[config.mk]
export PLATFORM = sky130hd
export DESIGN_NAME = icache_ctrl
export DESIGN_NICKNAME = d
export VERILOG_FILES = /design/src/rtl/icache_pkg.sv /design/src/rtl/icache_array.sv /design/src/rtl/icache_ctrl.sv
export SDC_FILE = /design/constraint.sdc
export NUM_CORES = 2
export LEC_CHECK = 0
export ABC_AREA = 1
export CAP_MARGIN = 20
export CORE_ASPECT_RATIO = 1.2
export CORE_MARGIN = 1
export CORE_UTILIZATION = 25
export CTS_CLUSTER_DIAMETER = 40
export DETAILED_ROUTE_END_ITERATION = 7
export PLACE_DENSITY = 0.47
export SLEW_MARGIN = 0
export SYNTH_ARGS = -nofsm -noshare
export SYNTH_HDL_FRONTEND = slang
export SYNTH_SLANG_ARGS = --single-unit
[constraint.sdc]
create_clock -name clk -period 7.37 [get_ports clk]
set_input_delay 1.474 -clock clk [delete_from_list [all_inputs] [get_ports clk]]
set_output_delay 1.474 -clock clk [all_outputs]
set_load 0.005 [all_outputs]
[src/rtl/icache_pkg.sv]
// Shared constants, request payload and helpers for the instruction cache controller.
package icache_pkg;

  localparam int unsigned ADDR_W         = 16;
  localparam int unsigned WORD_W         = 16;
  localparam int unsigned LINE_WORDS     = 4;
  localparam int unsigned OFF_BITS       = 2;
  localparam int unsigned INDEX_BITS_DEF = 5;
  localparam int unsigned LINE_BASE_W    = ADDR_W - OFF_BITS - 1;

  // Controller states
  localparam logic [2:0] ST_IDLE   = 3'd0;
  localparam logic [2:0] ST_LOOKUP = 3'd1;
  localparam logic [2:0] ST_FILL   = 3'd2;
  localparam logic [2:0] ST_WMEM   = 3'd3;
  localparam logic [2:0] ST_DONE   = 3'd4;
  localparam logic [2:0] ST_ERR    = 3'd5;

  typedef logic [WORD_W-1:0]                   word_t;
  typedef logic [LINE_WORDS-1:0][WORD_W-1:0]   line_t;

  // Latched fetch request; the byte-select bit is dropped once legality is checked
  typedef struct packed {
    logic [ADDR_W-2:0] waddr;
    word_t             wdata;
    logic              rd;
    logic              wr;
  } req_t;

  // Byte address of a word within a line, given the line base (tag,index)
  function automatic logic [ADDR_W-1:0] word_addr(input logic [LINE_BASE_W-1:0] base,
                                                  input logic [OFF_BITS-1:0]    off);
    return {base, off, 1'b0};
  endfunction

endpackage

[src/rtl/icache_array.sv]
// Tag/valid/data storage: combinational lookup, synchronous line fill and word write.
module icache_array
  import icache_pkg::*;
#(
  parameter int unsigned INDEX_BITS = INDEX_BITS_DEF,
  parameter int unsigned TAG_BITS   = ADDR_W - 3 - INDEX_BITS_DEF
) (
  input  logic                  i_clk,
  input  logic                  i_rst_n,
  input  logic [INDEX_BITS-1:0] i_rd_idx,
  output logic                  o_rd_valid,
  output logic [TAG_BITS-1:0]   o_rd_tag,
  output line_t                 o_rd_line,
  input  logic                  i_fill_en,
  input  logic [INDEX_BITS-1:0] i_fill_idx,
  input  logic [TAG_BITS-1:0]   i_fill_tag,
  input  line_t                 i_fill_line,
  input  logic                  i_wr_en,
  input  logic [INDEX_BITS-1:0] i_wr_idx,
  input  logic [OFF_BITS-1:0]   i_wr_off,
  input  word_t                 i_wr_data
);

  localparam int unsigned SETS = 32'd1 << INDEX_BITS;

  logic [SETS-1:0]     r_valid;
  logic [TAG_BITS-1:0] r_tag  [SETS];
  line_t               r_data [SETS];

  assign o_rd_valid = r_valid[i_rd_idx];
  assign o_rd_tag   = r_tag[i_rd_idx];
  assign o_rd_line  = r_data[i_rd_idx];

  // Valid bits: cleared by reset, set by a completed line fill
  always_ff @(posedge i_clk or negedge i_rst_n) begin
    if (!i_rst_n) begin
      r_valid <= '0;
    end else if (i_fill_en) begin
      r_valid[i_fill_idx] <= 1'b1;
    end
  end

  // Tag and data: whole-line fill or single-word write-hit update
  always_ff @(posedge i_clk) begin
    if (i_fill_en) begin
      r_tag[i_fill_idx]  <= i_fill_tag;
      r_data[i_fill_idx] <= i_fill_line;
    end else if (i_wr_en) begin
      r_data[i_wr_idx][i_wr_off] <= i_wr_data;
    end
  end

endmodule

[src/rtl/icache_ctrl.sv]
// Direct-mapped write-through, no-write-allocate instruction cache controller.
module icache_ctrl
  import icache_pkg::*;
#(
  parameter int unsigned INDEX_BITS = INDEX_BITS_DEF
) (
  input  logic              clk,
  input  logic              rst,
  input  logic [ADDR_W-1:0] Addr,
  input  logic [WORD_W-1:0] DataIn,
  input  logic              Rd,
  input  logic              Wr,
  output logic [WORD_W-1:0] DataOut,
  output logic              Done,
  output logic              Stall,
  output logic              CacheHit,
  output logic              err,
  output logic [ADDR_W-1:0] mem_addr,
  output logic              mem_rd,
  output logic              mem_wr,
  output logic [WORD_W-1:0] mem_wdata,
  input  logic              mem_busy,
  input  logic              mem_rvalid,
  input  logic [WORD_W-1:0] mem_rdata
);

  localparam int unsigned TAG_BITS = ADDR_W - 3 - INDEX_BITS;

  logic [2:0]        r_state;
  req_t              r_req;
  logic              r_hit;
  logic [2:0]        r_iss;
  logic [1:0]        r_ret;
  line_t             r_line;
  logic              r_done;
  logic              r_stall;
  logic              r_chit;
  logic              r_err;
  word_t             r_dout;
  logic [ADDR_W-1:0] r_maddr;
  logic              r_mrd;
  logic              r_mwr;
  word_t             r_mwdata;

  logic [2:0]        w_state_nxt;
  req_t              w_req_nxt;
  logic              w_hit_nxt;
  logic [2:0]        w_iss_nxt;
  logic [1:0]        w_ret_nxt;
  line_t             w_line_nxt;
  logic              w_done_nxt;
  logic              w_stall_nxt;
  logic              w_chit_nxt;
  logic              w_err_nxt;
  word_t             w_dout_nxt;
  logic [ADDR_W-1:0] w_maddr_nxt;
  logic              w_mrd_nxt;
  logic              w_mwr_nxt;
  word_t             w_mwdata_nxt;
  logic              w_fill_en;
  logic              w_wr_en;

  logic [INDEX_BITS-1:0]  w_idx;
  logic [TAG_BITS-1:0]    w_tag;
  logic [OFF_BITS-1:0]    w_off;
  logic [LINE_BASE_W-1:0] w_base;
  logic                   w_arr_valid;
  logic [TAG_BITS-1:0]    w_arr_tag;
  line_t                  w_arr_line;
  logic                   w_hit;
  logic [2:0]             w_iss_inc;

  assign w_idx     = r_req.waddr[OFF_BITS +: INDEX_BITS];
  assign w_tag     = r_req.waddr[ADDR_W-2 -: TAG_BITS];
  assign w_off     = r_req.waddr[OFF_BITS-1:0];
  assign w_base    = r_req.waddr[ADDR_W-2:OFF_BITS];
  assign w_hit     = w_arr_valid && (w_arr_tag == w_tag);
  assign w_iss_inc = r_iss + 3'd1;

  icache_array #(
    .INDEX_BITS (INDEX_BITS),
    .TAG_BITS   (TAG_BITS)
  ) u_array (
    .i_clk       (clk),
    .i_rst_n     (rst),
    .i_rd_idx    (w_idx),
    .o_rd_valid  (w_arr_valid),
    .o_rd_tag    (w_arr_tag),
    .o_rd_line   (w_arr_line),
    .i_fill_en   (w_fill_en),
    .i_fill_idx  (w_idx),
    .i_fill_tag  (w_tag),
    .i_fill_line (w_line_nxt),
    .i_wr_en     (w_wr_en),
    .i_wr_idx    (w_idx),
    .i_wr_off    (w_off),
    .i_wr_data   (r_req.wdata)
  );

  // State and registered outputs
  always_ff @(posedge clk or negedge rst) begin
    if (!rst) begin
      r_state  <= ST_IDLE;
      r_req    <= '0;
      r_hit    <= 1'b0;
      r_iss    <= '0;
      r_ret    <= '0;
      r_line   <= '0;
      r_done   <= 1'b0;
      r_stall  <= 1'b0;
      r_chit   <= 1'b0;
      r_err    <= 1'b0;
      r_dout   <= '0;
      r_maddr  <= '0;
      r_mrd    <= 1'b0;
      r_mwr    <= 1'b0;
      r_mwdata <= '0;
    end else begin
      r_state  <= w_state_nxt;
      r_req    <= w_req_nxt;
      r_hit    <= w_hit_nxt;
      r_iss    <= w_iss_nxt;
      r_ret    <= w_ret_nxt;
      r_line   <= w_line_nxt;
      r_done   <= w_done_nxt;
      r_stall  <= w_stall_nxt;
      r_chit   <= w_chit_nxt;
      r_err    <= w_err_nxt;
      r_dout   <= w_dout_nxt;
      r_maddr  <= w_maddr_nxt;
      r_mrd    <= w_mrd_nxt;
      r_mwr    <= w_mwr_nxt;
      r_mwdata <= w_mwdata_nxt;
    end
  end

  // Next state and next output values; completion flags are one-cycle pulses
  always_comb begin
    w_state_nxt  = r_state;
    w_req_nxt    = r_req;
    w_hit_nxt    = r_hit;
    w_iss_nxt    = r_iss;
    w_ret_nxt    = r_ret;
    w_line_nxt   = r_line;
    w_done_nxt   = 1'b0;
    w_stall_nxt  = 1'b0;
    w_chit_nxt   = 1'b0;
    w_err_nxt    = 1'b0;
    w_dout_nxt   = '0;
    w_maddr_nxt  = r_maddr;
    w_mrd_nxt    = r_mrd;
    w_mwr_nxt    = r_mwr;
    w_mwdata_nxt = r_mwdata;
    w_fill_en    = 1'b0;
    w_wr_en      = 1'b0;

    case (r_state)
      ST_IDLE: begin
        // Done is visible while back in IDLE, so the still-held request is not re-taken
        if ((Rd || Wr) && !r_done) begin
          w_req_nxt.waddr = Addr[ADDR_W-1:1];
          w_req_nxt.wdata = DataIn;
          w_req_nxt.rd    = Rd;
          w_req_nxt.wr    = Wr;
          w_state_nxt     = (Addr[0] || (Rd && Wr)) ? ST_ERR : ST_LOOKUP;
        end
      end

      ST_ERR: begin
        w_done_nxt  = 1'b1;
        w_err_nxt   = 1'b1;
        w_state_nxt = ST_IDLE;
      end

      ST_LOOKUP: begin
        if (r_req.rd) begin
          if (w_hit) begin
            w_done_nxt  = 1'b1;
            w_chit_nxt  = 1'b1;
            w_dout_nxt  = w_arr_line[w_off];
            w_state_nxt = ST_IDLE;
          end else begin
            w_stall_nxt = 1'b1;
            w_iss_nxt   = '0;
            w_ret_nxt   = '0;
            w_mrd_nxt   = 1'b1;
            w_maddr_nxt = word_addr(w_base, 2'd0);
            w_state_nxt = ST_FILL;
          end
        end else begin
          w_wr_en      = w_hit;
          w_hit_nxt    = w_hit;
          w_stall_nxt  = 1'b1;
          w_mwr_nxt    = 1'b1;
          w_maddr_nxt  = {r_req.waddr, 1'b0};
          w_mwdata_nxt = r_req.wdata;
          w_state_nxt  = ST_WMEM;
        end
      end

      ST_FILL: begin
        w_stall_nxt = 1'b1;
        if (r_mrd && !mem_busy) begin
          w_iss_nxt   = w_iss_inc;
          w_mrd_nxt   = !w_iss_inc[2];
          w_maddr_nxt = word_addr(w_base, w_iss_inc[1:0]);
        end
        if (mem_rvalid) begin
          w_line_nxt[r_ret] = mem_rdata;
          w_ret_nxt         = r_ret + 2'd1;
          if (r_ret == 2'd3) begin
            w_fill_en   = 1'b1;
            w_state_nxt = ST_DONE;
          end
        end
      end

      ST_WMEM: begin
        w_stall_nxt = 1'b1;
        if (!mem_busy) begin
          w_mwr_nxt   = 1'b0;
          w_state_nxt = ST_DONE;
        end
      end

      ST_DONE: begin
        w_done_nxt  = 1'b1;
        w_chit_nxt  = r_req.wr && r_hit;
        w_dout_nxt  = r_req.rd ? r_line[w_off] : '0;
        w_state_nxt = ST_IDLE;
      end

      default: begin
        w_state_nxt = ST_IDLE;
      end
    endcase
  end

  assign DataOut   = r_dout;
  assign Done      = r_done;
  assign Stall     = r_stall;
  assign CacheHit  = r_chit;
  assign err       = r_err;
  assign mem_addr  = r_maddr;
  assign mem_rd    = r_mrd;
  assign mem_wr    = r_mwr;
  assign mem_wdata = r_mwdata;

endmodule

-- After elaboration in Yosys (flattened, before gate mapping)
Memory sizes are Yosys's and may differ from the RTL's.
Cells that the tools add are included.
- memories kept: 2
- bits in writable memories: 2304
- output and inout bits: 54
- register bits: 192
- bits of input ports: 54
- memory list (name ; words ; bits a word ; rd ports ; clocked after memory_dff ; write ports ; RTL line ; source):
    u_array.r_data ; 32 ; 64 ; 1 ; 0 ; 1 ; icache_array.sv:28 ; line_t r_data [SETS];
    u_array.r_tag ; 32 ; 8 ; 1 ; 0 ; 1 ; icache_array.sv:27 ; logic [TAG_BITS-1:0] r_tag [SETS];
- magnitude comparators: 6
- equality and inequality tests: 16
- reduce and logical (&&, ||, !) cells: 25
- muxes and demuxes: 128
- bitwise logic cells: 66
- add/sub/neg operators: 2
- operators by type and width (cell ; number):
    64-bit two-way mux ; 3
    16-bit two-way mux ; 10
    1-bit two-way mux ; 85
    16-bit binary-select mux with 2-bit select ; 2
    64-bit bitwise mux ; 1
    16-bit demux with 2-bit select ; 2
    1-bit bitwise OR ; 64
    16-bit one-hot mux with 2 select lines ; 2
    32-bit bitwise OR ; 1
    3-bit two-way mux ; 9
    2-bit inequality test, second input constant ; 8
    3-bit one-hot mux with 4 select lines ; 1
    4-bit AND reduction ; 3
    1-bit one-hot mux with 2 select lines ; 5
    8-bit == test ; 1
    1-bit logical AND ; 8
    2-bit two-way mux ; 4
    3-bit by 2-bit == test with 1-bit output, second input constant ; 2
    3-bit == test, second input constant ; 2
    2-bit by 3-bit < comparator with 1-bit output, second input constant ; 2
    5-bit by 6-bit < comparator with 1-bit output, second input constant ; 1
    3-bit one-hot mux with 2 select lines ; 1
    3-bit AND reduction ; 2
    1-bit binary-select mux with 5-bit select ; 1
    16 further kinds ; 23

-- Depth between registers and ports, before layout
- depth after elaboration: 9
- mapped depth: 22
- gate-level depth less buffers: 20

-- Modules after synthesis
A second synthesis with hierarchy kept.
- cell total of the unflattened synthesis: 8881
- area, all modules: 101660.0 µm²
- modules (own cells, without submodules) (module ; area each (µm²) ; cells an instance ; instances ; sequential area each (µm²)):
    icache_array ; 94419.3 ; 8041 ; 1 ; 69987.1
    icache_ctrl ; 7240.7 ; 840 ; 1 ; 3978.8

-- Worst setup path after synthesis
No wires, ideal clock.
- path kind: input-to-reg
- start: input mem_rvalid
- end: memory u_array.r_data[10][32] (netlist bit) (enable)
- slack: 3.685 ns
- buffers on the path: 3
- library setup time: 0.394 ns
- arrival time: 3.291 ns
- stages on the path: 7
- cells stage by stage: inv_1 nor2_1 nand2_1 clkbuf_1 clkbuf_1 clkbuf_1 a21oi_1
- longest elaborated chain between the ends: 5
- elaborated cells between the ends (all ways): 7
- those cells by class: mux (6); bitwise (1)
- ends and longest elaborated chain (item ; RTL line ; source):
    start, declared ; icache_ctrl.sv:23 ; input logic mem_rvalid,
    1-bit two-way mux (*) ; icache_ctrl.sv:208 ; if (mem_rvalid) begin
    1-bit two-way mux (*) ; icache_ctrl.sv:157 ; case (r_state)
    1-bit two-way mux ; icache_array.sv:45 ; if (i_fill_en) begin
    1-bit two-way mux (not written as such) or 64-bit two-way mux (tied branches) ; icache_array.sv:47, icache_array.sv:49 ;
    1-bit bitwise OR (no line) (*) ; n/a ;
    end, declared ; icache_array.sv:28 ;
Every way passes the cells marked *; elsewhere a longest branch is shown, timed or not.

-- Worst setup path in the final report
- start: register r_req[20] (netlist bit)
- end: memory u_array.r_data[22][16] (netlist bit) (enable)
- longest elaborated chain between the ends: 9
- elaborated cells between the ends (all ways): 11
- those cells by class: eq/ne (1); mux (7); bitwise (1); reduce/logical (1); memory (1)
- ends and longest elaborated chain (item ; RTL line ; source):
    start, declared ; icache_ctrl.sv:30 ; req_t r_req;
    start signal, assigned ; icache_ctrl.sv:120 ; r_req <= w_req_nxt;
    memory read 32 x 8 bit or 1-bit binary-select mux with 5-bit select (tied branches) ; n/a ;
    8-bit == test or 1-bit two-way mux (tied branches) ; icache_ctrl.sv:77, icache_array.sv:30 ;
    1-bit logical AND ; icache_ctrl.sv:77 ; assign w_hit = w_arr_valid && (w_arr_tag == w_tag);
    1-bit two-way mux ; icache_ctrl.sv:176 ; if (r_req.rd) begin
    1-bit two-way mux ; icache_ctrl.sv:157 ;
    1-bit two-way mux ; icache_array.sv:48 ; end else if (i_wr_en) begin
    1-bit two-way mux ; icache_array.sv:45 ;
    64-bit two-way mux (not written as such) ; icache_array.sv:49 ; r_data[i_wr_idx][i_wr_off] <= i_wr_data;
    1-bit bitwise OR (no line) ; n/a ;
Parallel ways exist; a longest one is shown, timed or not. The select of a mux whose other input is x is not followed.

==> metrics.md <==
| Metric | Value |
|---|---|
| Initial core utilization | `25.1%` |
| HP Class | `reg -> reg` |
| Sequential-to-total area share from yosys stat | `77.0%` |
| Final WL | `338,000 um` |
| Fin crit share | `72.0%` |
| CP cell instances | `clkinv_2 -> nand2_8 -> inv_1 -> buf_4 -> nand2_1 -> nand3_1 -> nand2_1 -> nand2_1 -> nor2_1 -> nand3_1 -> nand2_1 -> nand2_1 -> nor2_1 -> nand3_2 -> inv_4 -> nand3_4 -> buf_4 -> a21oi_2 -> buf_4` |
| Post-synth top area cell | `edfxtp_1` |
| Worst path depth | `19` |
| Area after detailed placement | `105,000 sq um` |
| Maxcap violations | `0` |
| 1st-pass router iterations | `5` |
| Via count | `62,400` |
| Most frequent CP cell | `nand2_1` |
| Core box area | `383,000 sq um` |
| Max VDD drop | `273 uV` |
| Clock power frac | `34.3%` |
| Grt total ovfl | `0` |
| First-pass GRT wire length | `474,000 um` |
| Clk_skew | `0.0745 ns` |
| Top post-synthesis cells by area | `edfxtp_1 72%, dfrtp_1 5.0%, nand2_1 3.7%` |
| Vias per cell | `4.97` |
| Worst Hold Launch | `u_array.r_valid[12]$_DFFE_PN0P_` |
| Pwr/cell area | `400 nW/um^2` |
| CTS tree | `done` |
| Hold path depth | `2` |
| Hold endpoint | `u_array.r_valid[12]$_DFFE_PN0P_` |
| Hold slack final | `0.459 ns` |
| Die Wd | `568 um` |
| Met2 wire len | `164,000 um` |
| # IOs | `108` |
| Hpwl dp | `196,000 um` |
| Worst path top cell family by delay | `buffers and inverters` |
| Post-CTS Repair Setup Buffers | `0` |
| CTS resizes | `0` |
| Gate Count Post-Synth | `6,964` |
| Critical Path End Type | `register` |
| DRC Markers | `0` |
| Met3 Wirelength | `24,800 um` |
| Largest net degree at the start of global routing | `134` |
| Required time of the critical path | `7.92 ns` |
| Tightest Pin Transition | `1.26 ns` |
| Outcome | `completed` |
| Worst R2R End | `u_array.r_data[22][16]$_DFFE_PP_` |
| Critical path buffer and inverter count | `6` |
| Switch share | `35.7%` |
| Clk sinks | `2,495` |
| Max frequency | `189 MHz` |
| Mapped Nets | `7,023` |
| TritonCTS Buffers | `328` |
| Uppermost layer routed | `met5` |
| Drt wl/cell | `27.0 um` |
| Critical path fanouts, max | `47` |
| Internal Pwr Total | `29.8 mW` |
| Post-CTS Hold Buffers | `0` |
| Setup-failing EPs final | `0` |
| Switching pwr | `16.5 mW` |
| Rows | `249` |
| Layout Nets | `7,326` |
| Avg Inst Size Synth | `13.8 sq um` |
| CP arrival | `5.85 ns` |
| Root buffer cell | `clkbuf_16` |
| First DRT Iteration DRCs | `6,453` |
| R2R depth | `19` |
| Clk pin slew, worst setup/hold paths | `0.06 ns` |
| Syn-to-layout area delta | `20.8%` |
| Synthesis-stage register bit count | `2,495` |
| Slowest CP cell | `dfrtp_4` |
| Clk buf depth | `4` |
| Slew headroom | `15.3%` |
| Die Ht | `681 um` |
| Share of power burned in combinational logic | `27.4%` |
| Gr usage total | `17.0%` |
| Leakage Power | `39.5 nW` |
| Post-synth top area share | `72.0%` |
| R2r startpoint | `r_req[20]$_DFFE_PN0P_` |
| Setup slack, reg-to-reg | `2.07 ns` |
| Unrepaired setup endpoints after global routing | `no` |
| Commonest non-fill, non-tap cell in the layout | `edfxtp_1` |
| Vias in the first global route | `60,800` |
| GP Congestion | `0.852` |
| Cell Area, Synth | `96,100 sq um` |
| Synth Warn # | `0` |
| Share of layout cells above drive strength 1 | `15.1%` |
| Crit path launch type | `register` |
| Count of pins over their slew limit | `0` |
| Clk_lat worst skew | `0.91 ns` |
| Final Hold Vio Count | `0` |
| Post-route minimum period | `5.30 ns` |
| Antenna violations before repair | `21` |
| Finished layout cell area | `116,000 sq um` |
| Netlist cell types | `37` |
| Setup_tns | `0 ns` |
| Sequential power share | `38.3%` |
| Met1 wire length | `134,000 um` |
| DRT antenna net count | `0` |
| Commonest non-fill, non-tap cells in the layout | `2,304 x edfxtp_1, 953 x nand2_1, 619 x nor2_1` |
| Max incr delay on CP | `0.68 ns` |
| DIE AREA | `387,000 sq um` |
| H-tree depth | `5` |
| Crit Path Class | `reg -> reg` |
| IO Port Bufs | `106` |
-- flip-flops by register name, summed over array words and instances, names as in the netlist, 2 cells and up --
signal / flops
DataOut: 16
r_iss: 3
r_line: 64
u_array.r_valid: 32
r_req: 33
mem_wdata: 16
u_array.r_tag: 256
r_ret: 2
mem_addr: 15
u_array.r_data: 2048
r_state: 3
-- synthesized netlist by cell type --
cell type / instances
nor2_1: 622
o22ai_1: 525
buf_1: 49
nand3b_1: 2
a21oi_1: 162
inv_1: 129
o2111ai_1: 1
mux2_2: 2
nor3_2: 6
o31ai_1: 454
nand4_1: 104
or2_2: 27
buf_2: 181
inv_2: 7
nor3_1: 581
nand3_2: 2
a22oi_1: 32
nand3_1: 77
nand2_1: 955
a31o_2: 1
dfrtp_1: 191
clkbuf_1: 240
nand2_2: 4
nor2_2: 1
o21ai_1: 67
ha_1: 5
inv_4: 1
conb_1: 1
nor3_4: 1
nand3_4: 4
edfxtp_1: 2304
clkinv_1: 1
o21bai_1: 1
o21ai_0: 215
buf_4: 5
o221ai_1: 2
nor4_1: 2
-- metrics by stage --
stage          worst slack (ns)  util (%)  power [mW]  instances
5_1_grt                    1.76      30.3        48.0      12500
4_1_cts                    1.83      30.3        46.6      12500
3_5_place_dp               1.93      27.4        30.7      11900
2_1_floorplan              3.68         -        24.6       6964
6_report                   2.07      30.3        46.4      12600
3_3_place_gp               1.95      27.4        30.6      11900
-- power groups by stage --
stage	logic [mW]	clock network (mW)	registers (mW)
final	12.7	15.9	17.8
after global routing	13.5	16.7	17.8
after CTS	12.7	16.1	17.8
after detailed placement	12.7	0	18.0
after global placement	12.6	0	18.0
after floorplan	6.55	0	18.1
-- worst max path at each step --
stage                                      from                          endpoint  slack [ns]
after floorplan                      mem_rvalid  u_array.r_data[10][32]$_DFFE_PP_        3.68
after global placement    r_req[20]$_DFFE_PN0P_  u_array.r_data[24][17]$_DFFE_PP_        1.95
after detailed placement  r_req[20]$_DFFE_PN0P_  u_array.r_data[27][17]$_DFFE_PP_        1.93
after CTS                 r_req[20]$_DFFE_PN0P_  u_array.r_data[13][17]$_DFFE_PP_        1.83
after global routing      r_req[20]$_DFFE_PN0P_  u_array.r_data[29][16]$_DFFE_PP_        1.76
final                     r_req[20]$_DFFE_PN0P_  u_array.r_data[22][16]$_DFFE_PP_        2.07
-- cell type report --
class	instances	area [sq um]
antenna	8	20.0
clock buffer	371	8570
clock inverter	215	2300
fill	37900	267000
inverter	138	529
multi-input combinational	3856	20400
sequential	2495	74000
tap	5020	6280
timing repair buffer	448	3960
-- per-layer routing --
metal | global-route usage, % | vias up
met5 | 0 | -
met4 | 7.28 | 6
met3 | 3.30 | 538
met2 | 28.7 | 2499
met1 | 21.0 | 32300
li1 | - | 27100
-- cell families (layout without fill, tap and decap cells) --
group,count (synthesis),count (layout),synth area share (%)
AO/OA/AOI/OAI,1460,1460,9.57
adder cells (fa/ha/maj),5,5,0.0651
buffers and inverters,613,1172,2.65
flip-flops,2495,2495,77.0
multiplexers,2,2,0.0234
other,1,9,0.00390
AND/OR/NAND/NOR,2388,2388,10.7
-- worst register-to-register path, stage by stage, from the launching register on --
cell,delay (ns)
dfrtp_4,0.68
clkinv_2,0.31
nand2_8,0.41
inv_1,0.35
buf_4,0.34
nand2_1,0.10
nand3_1,0.09
nand2_1,0.06
nand2_1,0.06
nor2_1,0.15
nand3_1,0.09
nand2_1,0.09
nand2_1,0.05
nor2_1,0.12
nand3_2,0.19
inv_4,0.22
nand3_4,0.40
buf_4,0.40
a21oi_2,0.56
buf_4,0.29
No activity file was read; power rests on OpenSTA's default activity.
